[src/rtl/div_pkg.sv]
// rtl/div_pkg.sv - shared types and constants for the signed restoring divider
package div_pkg;

    localparam int DIV_WIDTH = 32;

    typedef enum logic [1:0] {
        IDLE = 2'd0,
        RUN  = 2'd1,
        DONE = 2'd2
    } div_state_e;

    function automatic int div_cnt_w(input int w);
        return $clog2(w) + 1;
    endfunction

    localparam int DIV_CNT_W = div_cnt_w(DIV_WIDTH);

    // Divide-by-zero quotient is all ones; sliced to the operand width at use.
    localparam logic [63:0] DZ_QUOTIENT = '1;

endpackage

[src/rtl/div_step.sv]
// rtl/div_step.sv - one restoring-division iteration: shift {R,Q}, trial subtract |B|
module div_step #(
    parameter int WIDTH = 32
) (
    input  logic [WIDTH:0]   r,
    input  logic [WIDTH-1:0] q,
    input  logic [WIDTH-1:0] b,
    output logic [WIDTH:0]   r_next,
    output logic [WIDTH-1:0] q_next
);

    logic [WIDTH+1:0] r_sh;
    logic [WIDTH+1:0] trial;
    logic             ge;

    // One extra bit above R keeps the trial sign available after the subtract.
    always_comb begin
        r_sh   = {r, q[WIDTH-1]};
        trial  = r_sh - {2'b00, b};
        ge     = ~trial[WIDTH+1];
        q_next = {q[WIDTH-2:0], ge};
        r_next = ge ? trial[WIDTH:0] : r_sh[WIDTH:0];
    end

endmodule

[src/rtl/divider.sv]
// rtl/divider.sv - sequential signed divider, one quotient bit per cycle, RISC-V DIV/REM results
// Optional DIVIDER_FAST_ZERO_EN: zero divisor or zero dividend finishes one cycle after accept.
module divider
    import div_pkg::*;
#(
    parameter int WIDTH = DIV_WIDTH
) (
    input  logic               clk,
    input  logic               rst,
    input  logic               start,
    input  logic [WIDTH-1:0]   A,
    input  logic [WIDTH-1:0]   B,
    output logic               finish,
    output logic [2*WIDTH-1:0] res
);

    localparam int CNT_W = div_cnt_w(WIDTH);

    div_state_e       state;
    logic [CNT_W-1:0] cnt;
    logic [WIDTH:0]   r_q;
    logic [WIDTH-1:0] q_q;
    logic [WIDTH-1:0] b_abs;
    logic [WIDTH-1:0] a_keep;
    logic             qsign;
    logic             rsign;
    logic             dz;

    logic [WIDTH:0]   r_next;
    logic [WIDTH-1:0] q_next;
    logic [WIDTH-1:0] a_abs_in;
    logic [WIDTH-1:0] b_abs_in;
    logic [WIDTH-1:0] quo_fix;
    logic [WIDTH-1:0] rem_fix;
    logic             last;

`ifdef DIVIDER_FAST_ZERO_EN
    logic             az;
`endif

    div_step #(.WIDTH(WIDTH)) u_step (
        .r      (r_q),
        .q      (q_q),
        .b      (b_abs),
        .r_next (r_next),
        .q_next (q_next)
    );

    // Negation wraps, so the most negative operand maps to itself read as unsigned.
    always_comb begin
        a_abs_in = A[WIDTH-1] ? -A : A;
        b_abs_in = B[WIDTH-1] ? -B : B;
        quo_fix  = qsign ? -q_next : q_next;
        rem_fix  = rsign ? -r_next[WIDTH-1:0] : r_next[WIDTH-1:0];
`ifdef DIVIDER_FAST_ZERO_EN
        last     = (cnt == CNT_W'(WIDTH - 1)) || dz || az;
`else
        last     = (cnt == CNT_W'(WIDTH - 1));
`endif
    end

    always_ff @(posedge clk or posedge rst) begin
        if (rst) begin
            state  <= IDLE;
            cnt    <= '0;
            r_q    <= '0;
            q_q    <= '0;
            b_abs  <= '0;
            a_keep <= '0;
            qsign  <= 1'b0;
            rsign  <= 1'b0;
            dz     <= 1'b0;
`ifdef DIVIDER_FAST_ZERO_EN
            az     <= 1'b0;
`endif
            finish <= 1'b0;
            res    <= '0;
        end else begin
            case (state)
                IDLE, DONE: begin
                    if (start) begin
                        r_q    <= '0;
                        q_q    <= a_abs_in;
                        b_abs  <= b_abs_in;
                        a_keep <= A;
                        qsign  <= A[WIDTH-1] ^ B[WIDTH-1];
                        rsign  <= A[WIDTH-1];
                        dz     <= (B == '0);
`ifdef DIVIDER_FAST_ZERO_EN
                        az     <= (A == '0);
`endif
                        cnt    <= '0;
                        finish <= 1'b0;
                        state  <= RUN;
                    end
                end
                RUN: begin
                    r_q <= r_next;
                    q_q <= q_next;
                    cnt <= cnt + CNT_W'(1);
                    // A zero dividend yields zero from the datapath after any step count.
                    if (last) begin
                        res    <= dz ? {a_keep, DZ_QUOTIENT[WIDTH-1:0]} : {rem_fix, quo_fix};
                        finish <= 1'b1;
                        state  <= DONE;
                    end
                end
                default: state <= IDLE;
            endcase
        end
    end

endmodule

[config.mk]
export PLATFORM = sky130hd
export DESIGN_NAME = divider
export DESIGN_NICKNAME = d
export VERILOG_FILES = /design/src/rtl/div_pkg.sv /design/src/rtl/div_step.sv /design/src/rtl/divider.sv
export SDC_FILE = /design/constraint.sdc
export NUM_CORES = 1
export LEC_CHECK = 0
export BUFFER_PORTS_ARGS = -buffer_cell sky130_fd_sc_hd__buf_4
export CAP_MARGIN = 5
export CORE_ASPECT_RATIO = 0.75
export CORE_MARGIN = 8
export CORE_UTILIZATION = 53
export DETAILED_ROUTE_END_ITERATION = 10
export GPL_TIMING_DRIVEN = 0
export PLACE_DENSITY = 0.82
export REMOVE_ABC_BUFFERS = 1
export SYNTH_ARGS = -nofsm -noshare
export SYNTH_HDL_FRONTEND = slang
export SYNTH_HIERARCHICAL = 1
export SYNTH_SLANG_ARGS = --single-unit
[constraint.sdc]
create_clock -name clk -period 9 [get_ports clk]
set_clock_uncertainty 0.1 [all_clocks]
set_input_delay 1.8 -clock clk [delete_from_list [all_inputs] [get_ports clk]]
set_output_delay 1.8 -clock clk [all_outputs]
set_load 0.01 [all_outputs]
==> impl_metrics.env, run 1 <==
export IMPL_syn_inst=1505
export IMPL_startpoint="r_q[13]$_DFFE_PP0P_"
export IMPL_p_int_w=0.00357
export IMPL_min_delay_start="a_keep[12]$_DFFE_PP0P_"
export IMPL_ios=132
export IMPL_status="complete, no violations"
export IMPL_finalCriticalPeriod_ps=6720
export IMPL_place_inst=1841
export IMPL_routed_wl_um=34400
export IMPL_layout_nets=1664
export IMPL_critPathLaunchType="register"
export IMPL_pwr_share_seq=0.266
export IMPL_fin_area_um2=14600
export IMPL_detailroute_via_count=11500
export IMPL_worst_skew_pair_late_latency_ps=510
export IMPL_grt_pass1_wl_um=57100
export IMPL_drive_gt1_frac=0.132
export IMPL_post_place_ws_ps=2540
export IMPL_layout_commonest_cell="nand2_1"
export IMPL_fin_cells=1876
export IMPL_combPwrFrac=0.591
export IMPL_drv_cap=0
export IMPL_rsz0062_at_grt="false"
export IMPL_finalMaxSlewViolations=0
export IMPL_port_buffers=131
export IMPL_cts_hold_buf=0
export IMPL_multi_input_area_um2=7060
export IMPL_power_density_nw_per_um2=448
export IMPL_synth_seq_cells=204
export IMPL_syn_area_um2=12900
export IMPL_drtAntennaViolNets=0
export IMPL_area_delta_synth_final_pct=13.6
export IMPL_max_freq_ghz=0.149
export IMPL_die_h_um=151
export IMPL_critPathMaxFanout=54
export IMPL_gp_congestion=0.908
export IMPL_worstMarginPinSlew_ps=1180
export IMPL_worstPathRequired_ps=9250
export IMPL_post_cts_buffers=0
export IMPL_cts_root_buffer="clkbuf_16"
export IMPL_setup_violations_final=0
export IMPL_fill_cells=2005
export IMPL_ys_flop_type="dfrtp_1"
export IMPL_maxSlewHeadroom=0.211
export IMPL_yosysSeqAreaShare=0.397
export IMPL_netlist_top_cells_area="dfrtp_1 (40%), nand2_1 (6.9%), o21ai_0 (6.8%)"
export IMPL_synth_top_cell_area_share=0.397
export IMPL_setup_ws_ps=2280
export IMPL_yosysUniqueCellTypes=70
export IMPL_syn_avg_cell_area_um2=8.55
export IMPL_grt_max_degree=117
export IMPL_finalHoldViolCount=0
export IMPL_start_util=0.538
export IMPL_synth_warning_count=6
export IMPL_overflow=0
export IMPL_synth_area_leader_cell="dfrtp_1"
export IMPL_placementRows=49
export IMPL_grt_pass1_vias=11200
export IMPL_period_share=0.747
export IMPL_hp_class="reg -> reg"
export IMPL_final_cell_mix="nand2_1 (236), dfrtp_1 (203), o21ai_0 (174)"
export IMPL_cts_resized=0
export IMPL_numCtsBuffers=22
export IMPL_n_antenna_cell=0
export IMPL_pwr_share_clk=0.143
export IMPL_fp_dieW_um=196
export IMPL_switching_share=0.454
export IMPL_core_area_um2=23900
export IMPL_switching_power_w=0.00297
export IMPL_track_usage=0.232
export IMPL_tritoncts="built"
export IMPL_regArea_um2=5110
export IMPL_leakagePower_nw=6.68
export IMPL_path_clk_slew_ps=70
export IMPL_ir_worst_vdd_mv=0.381
export IMPL_antenna_found_initial=1
export IMPL_vias_per_cell=6.13
export IMPL_drt_iter0_markers=979
export IMPL_dp_hpwl_um=24900
export IMPL_cp_arrival_ps=6970
export IMPL_h_tree_depth=1
export IMPL_placed_cell_area_um2=13900
export IMPL_critical_path_class="reg -> reg"
export IMPL_synth_edf_count=0
export IMPL_clock_sinks=204
export IMPL_clk_path_buf_depth=3
export IMPL_async_reset_ff_frac=1.00
export IMPL_wl_per_cell_um=18.3
export IMPL_dieArea_um2=29600
export IMPL_worstSetupEndpointType="register"
export IMPL_dr_pass1_iters=5
export IMPL_drcViolationCount=0
export IMPL_r2r_start="r_q[13]$_DFFE_PP0P_"
-- flip-flops by register name, indices dropped and copies added (netlist names), 2 cells and up --
signal and flops:
r_q 33, res 64, q_q 32, cnt 6, state 2, a_keep 32
b_abs 32
-- cell type report --
type | instances | area share
timing repair buffer | 140 | 0.0772
clock inverter | 8 | 0.00788
clock buffer | 27 | 0.0418
multi-input combinational | 1138 | 0.483
sequential | 204 | 0.349
tap | 306 | 0.0262
inverter | 53 | 0.0141
-- layer usage --
layer | vias up | share of wire | GRT usage
met5 | - | 0.00038 | 0
li1 | 5420 | - | -
met1 | 5599 | 0.46 | 0.330
met4 | 2 | 0.017 | 0.0488
met3 | 48 | 0.077 | 0.0406
met2 | 438 | 0.45 | 0.366
-- Yosys cell counts, drive strengths merged (4+ instances only) --
library cell,instances
nand3,14
dfrtp,204
xnor2,37
mux2i,13
inv,51
xor2,88
nor2,97
mux2,5
o21ai,176
ha,37
o41ai,15
nor3b,7
or2,4
buf,42
a211oi,10
nand2,237
a21o,24
clkbuf,68
a22o,48
a22oi,15
nor3,25
a21oi,92
o22ai,11
and3,8
a31oi,16
nand4,9
o31ai,33
nand2b,11
nor2b,11
or3,19
or4,18
o211ai,6
nor4,17
nand4b,4
-- through the flow --
stage	hold slack (ps)	total power (W)	utilization	setup TNS, ps
2_1_floorplan	338	0.00454	-	0
3_3_place_gp	353	0.00541	0.573	-150380
3_5_place_dp	359	0.00554	0.581	0
4_1_cts	373	0.00652	0.611	0
5_1_grt	391	0.00711	0.611	0
6_report	371	0.00654	0.611	0
-- power by group through the flow --
stage	registers [W]	clock network [W]	logic, W
2_1_floorplan	0.00168	0	0.00286
3_3_place_gp	0.00173	0	0.00369
3_5_place_dp	0.00174	0	0.00380
4_1_cts	0.00173	0.000949	0.00384
5_1_grt	0.00179	0.000986	0.00434
6_report	0.00174	0.000936	0.00387
-- cells by family (layout without fill, tap and decap cells) --
| family | count (synthesis) | count (layout) | share of synthesized area |
|---|---|---|---|
| compound gates | 467 | 467 | 0.231 |
| xor+xnor | 125 | 125 | 0.0866 |
| fa+ha+maj | 38 | 38 | 0.0375 |
| buf+inv | 163 | 228 | 0.0571 |
| flops | 204 | 204 | 0.397 |
| mux | 18 | 18 | 0.0145 |
| simple gates | 490 | 490 | 0.176 |
-- critical path: stages (launching register included) --
cell and delay, ps:
dfrtp_1 410, ha_1 410, nand4_1 170, or3b_1 440, a211oi_2 390, o31ai_1 170, and3_4 240, o31a_4 300
xor2_4 920, o21ai_0 470, inv_1 220, ha_1 260, nor4b_1 870, and4_1 390, nand2_1 110, o31ai_1 290
xor2_1 230, o22ai_1 130
-- final timing paths --
kind                            depth (start not counted)                      to  slack (ps)
worst max-delay path                                   17     res[52]$_DFFE_PP0P_        2280
max in group asynchronous                               3   b_abs[14]$_DFFE_PP0P_        6560
worst min register to register                          2  a_keep[12]$_DFFE_PP0P_         370
min in group asynchronous                               2      res[6]$_DFFE_PP0P_        1260
worst min-delay path                                    2  a_keep[12]$_DFFE_PP0P_         370
worst max register to register                         17     res[52]$_DFFE_PP0P_        2280
Power figures use the tool's default switching activity.
==> run 2: changes to the inputs <==
PLACE_DENSITY = 0.85   (was 0.82)
clock period = 5.6 ns   (was 9 ns; I/O delays follow)
==> impl_metrics.env, run 2 (synthesized netlist as in run 1, its figures left out) <==
export IMPL_overflow=0
export IMPL_regArea_um2=5110
export IMPL_n_antenna_cell=0
export IMPL_finalCriticalPeriod_ps=5480
export IMPL_largest_register_ffs=64
export IMPL_drt_iter0_markers=1053
export IMPL_post_place_ws_ps=-784
export IMPL_critical_path_class="reg -> reg"
export IMPL_combPwrFrac=0.605
export IMPL_fill_cells=2008
export IMPL_reg2reg_slack_ps=120
export IMPL_tritoncts="built"
export IMPL_leakagePower_nw=6.75
export IMPL_r2r_end="res[62]$_DFFE_PP0P_"
export IMPL_ir_worst_vdd_mv=0.382
export IMPL_switching_power_w=0.00508
export IMPL_finalMaxSlewViolations=0
export IMPL_drive_gt1_frac=0.143
export IMPL_clock_sinks=204
export IMPL_hp_class="reg -> reg"
export IMPL_vias_per_cell=6.24
export IMPL_worst_skew_pair_late_latency_ps=510
export IMPL_dieArea_um2=29600
export IMPL_placementRows=49
export IMPL_layout_commonest_cell="nand2_1"
export IMPL_final_cell_mix="nand2_1 (236), dfrtp_1 (203), o21ai_0 (172)"
export IMPL_dp_hpwl_um=25000
export IMPL_fp_dieW_um=196
export IMPL_status="complete, no violations"
export IMPL_ios=132
export IMPL_cp_arrival_ps=5720
export IMPL_cts_root_buffer="clkbuf_16"
export IMPL_h_tree_depth=1
export IMPL_layout_nets=1672
export IMPL_setup_ws_ps=120
export IMPL_path_clk_slew_ps=70
export IMPL_worstSetupEndpointType="register"
export IMPL_drcViolationCount=0
export IMPL_maxSlewHeadroom=0.277
export IMPL_dr_pass1_iters=8
export IMPL_detailroute_via_count=11800
export IMPL_multi_input_area_um2=7190
export IMPL_drv_cap=0
export IMPL_antenna_found_initial=0
export IMPL_area_delta_synth_final_pct=15.4
export IMPL_numCtsBuffers=22
export IMPL_place_inst=1840
export IMPL_critPathMaxFanout=9
export IMPL_drtAntennaViolNets=0
export IMPL_grt_pass1_wl_um=57800
export IMPL_core_area_um2=23900
export IMPL_cp_endpoint="res[62]$_DFFE_PP0P_"
export IMPL_slowest_stage="or3b_1"
export IMPL_port_buffers=131
export IMPL_period_share=0.979
export IMPL_die_h_um=151
export IMPL_routed_wl_um=35700
export IMPL_gp_congestion=0.916
export IMPL_reg_top3="res (64), r_q (33)"
export IMPL_worstMarginPinSlew_ps=1080
export IMPL_fin_cells=1887
export IMPL_cpPeakStageDelay_ps=470
export IMPL_power_density_nw_per_um2=742
export IMPL_cp_cell_sequence="ha_2, nand4_1, or3b_1, a211oi_4, o31ai_1, and3_4, o31a_4, xor2_4, buf_12, inv_4, mux2_2, or3_1, or4_1, or2_2, o21ai_1, xor2_1, o22ai_1"
export IMPL_switching_share=0.461
export IMPL_grt_max_degree=130
export IMPL_critPathLaunchType="register"
export IMPL_clk_path_buf_depth=3
export IMPL_pwr_share_clk=0.139
export IMPL_grt_pass1_vias=11300
export IMPL_cts_hold_buf=0
export IMPL_ff2ff_path_depth=17
export IMPL_startpoint="r_q[13]$_DFFE_PP0P_"
export IMPL_start_util=0.538
export IMPL_regMostFlops="res"
export IMPL_track_usage=0.235
export IMPL_setup_violations_final=0
export IMPL_finalHoldViolCount=0
export IMPL_pwr_share_seq=0.256
export IMPL_worstPathRequired_ps=5840
export IMPL_r2r_start="r_q[13]$_DFFE_PP0P_"
export IMPL_p_int_w=0.00593
export IMPL_max_freq_ghz=0.182
export IMPL_wl_per_cell_um=18.9
## run 2: worst min path at each step
stage,to,slack [ps],cells after the start,startpoint
2_1_floorplan,a_keep[15]$_DFFE_PP0P_,340,2,a_keep[15]$_DFFE_PP0P_
3_3_place_gp,a_keep[29]$_DFFE_PP0P_,350,2,a_keep[29]$_DFFE_PP0P_
3_5_place_dp,a_keep[11]$_DFFE_PP0P_,360,2,a_keep[11]$_DFFE_PP0P_
4_1_cts,a_keep[11]$_DFFE_PP0P_,370,2,a_keep[11]$_DFFE_PP0P_
5_1_grt,a_keep[7]$_DFFE_PP0P_,390,2,a_keep[7]$_DFFE_PP0P_
6_report,a_keep[11]$_DFFE_PP0P_,370,2,a_keep[11]$_DFFE_PP0P_
## run 2: critical path, delay by kind of cell (launching register included)
family,cells,cell delay [ps]
multiplexers,1,400
buffers and inverters,2,310
AND/OR/NAND/NOR,6,2030
adder cells (fa/ha/maj),1,420
AO/OA/AOI/OAI,5,1170
flip-flops,1,410
XOR/XNOR,2,460
## run 2: final cells by class
class	instances	share of cell area
Tap cell	306	0.0258
Clock buffer	30	0.0419
Inverter	53	0.0141
Clock inverter	8	0.00818
Sequential cell	204	0.344
Multi-Input combinational cell	1140	0.484
Timing Repair Buffer	146	0.0819
## run 2: power by group through the flow
stage | clock, W | sequential (W) | combinational [W]
final | 0.00153 | 0.00281 | 0.00666
after global routing | 0.00160 | 0.00290 | 0.00735
after CTS | 0.00154 | 0.00279 | 0.00634
after detailed placement | 0 | 0.00280 | 0.00612
after global placement | 0 | 0.00277 | 0.00590
after floorplan | 0 | 0.00269 | 0.00460
## run 2: metal layers
metal  wire, µm  track usage  up-vias  part of all wire
met1      15900        0.327     5789              0.44
li1           -            -     5460                 -
met3       3110       0.0506       58             0.087
met2      16200        0.374      477              0.45
met4        571       0.0491        0             0.016
met5          0            0        -                 0
## run 2: stage by stage
stage,hold slack [ps],total power (W),util,instance area (µm²),TNS [ps]
2_1_floorplan,338,0.00729,-,12300,-242460
3_3_place_gp,355,0.00867,0.573,13700,-1083690
3_5_place_dp,361,0.00892,0.581,13900,-19820
4_1_cts,373,0.0107,0.615,14700,0
5_1_grt,392,0.0119,0.621,14800,-44.0
6_report,374,0.0110,0.621,14800,0
## run 2: repair_timing
item                                    in CTS  in global routing
hold endpoints to repair                     0                  0
pin swaps                                    0                  2
setup buffers                                2                  3
gates cloned                                 2                  0
gates resized for setup                      3                 14
endpoints found under the setup margin      46                 26
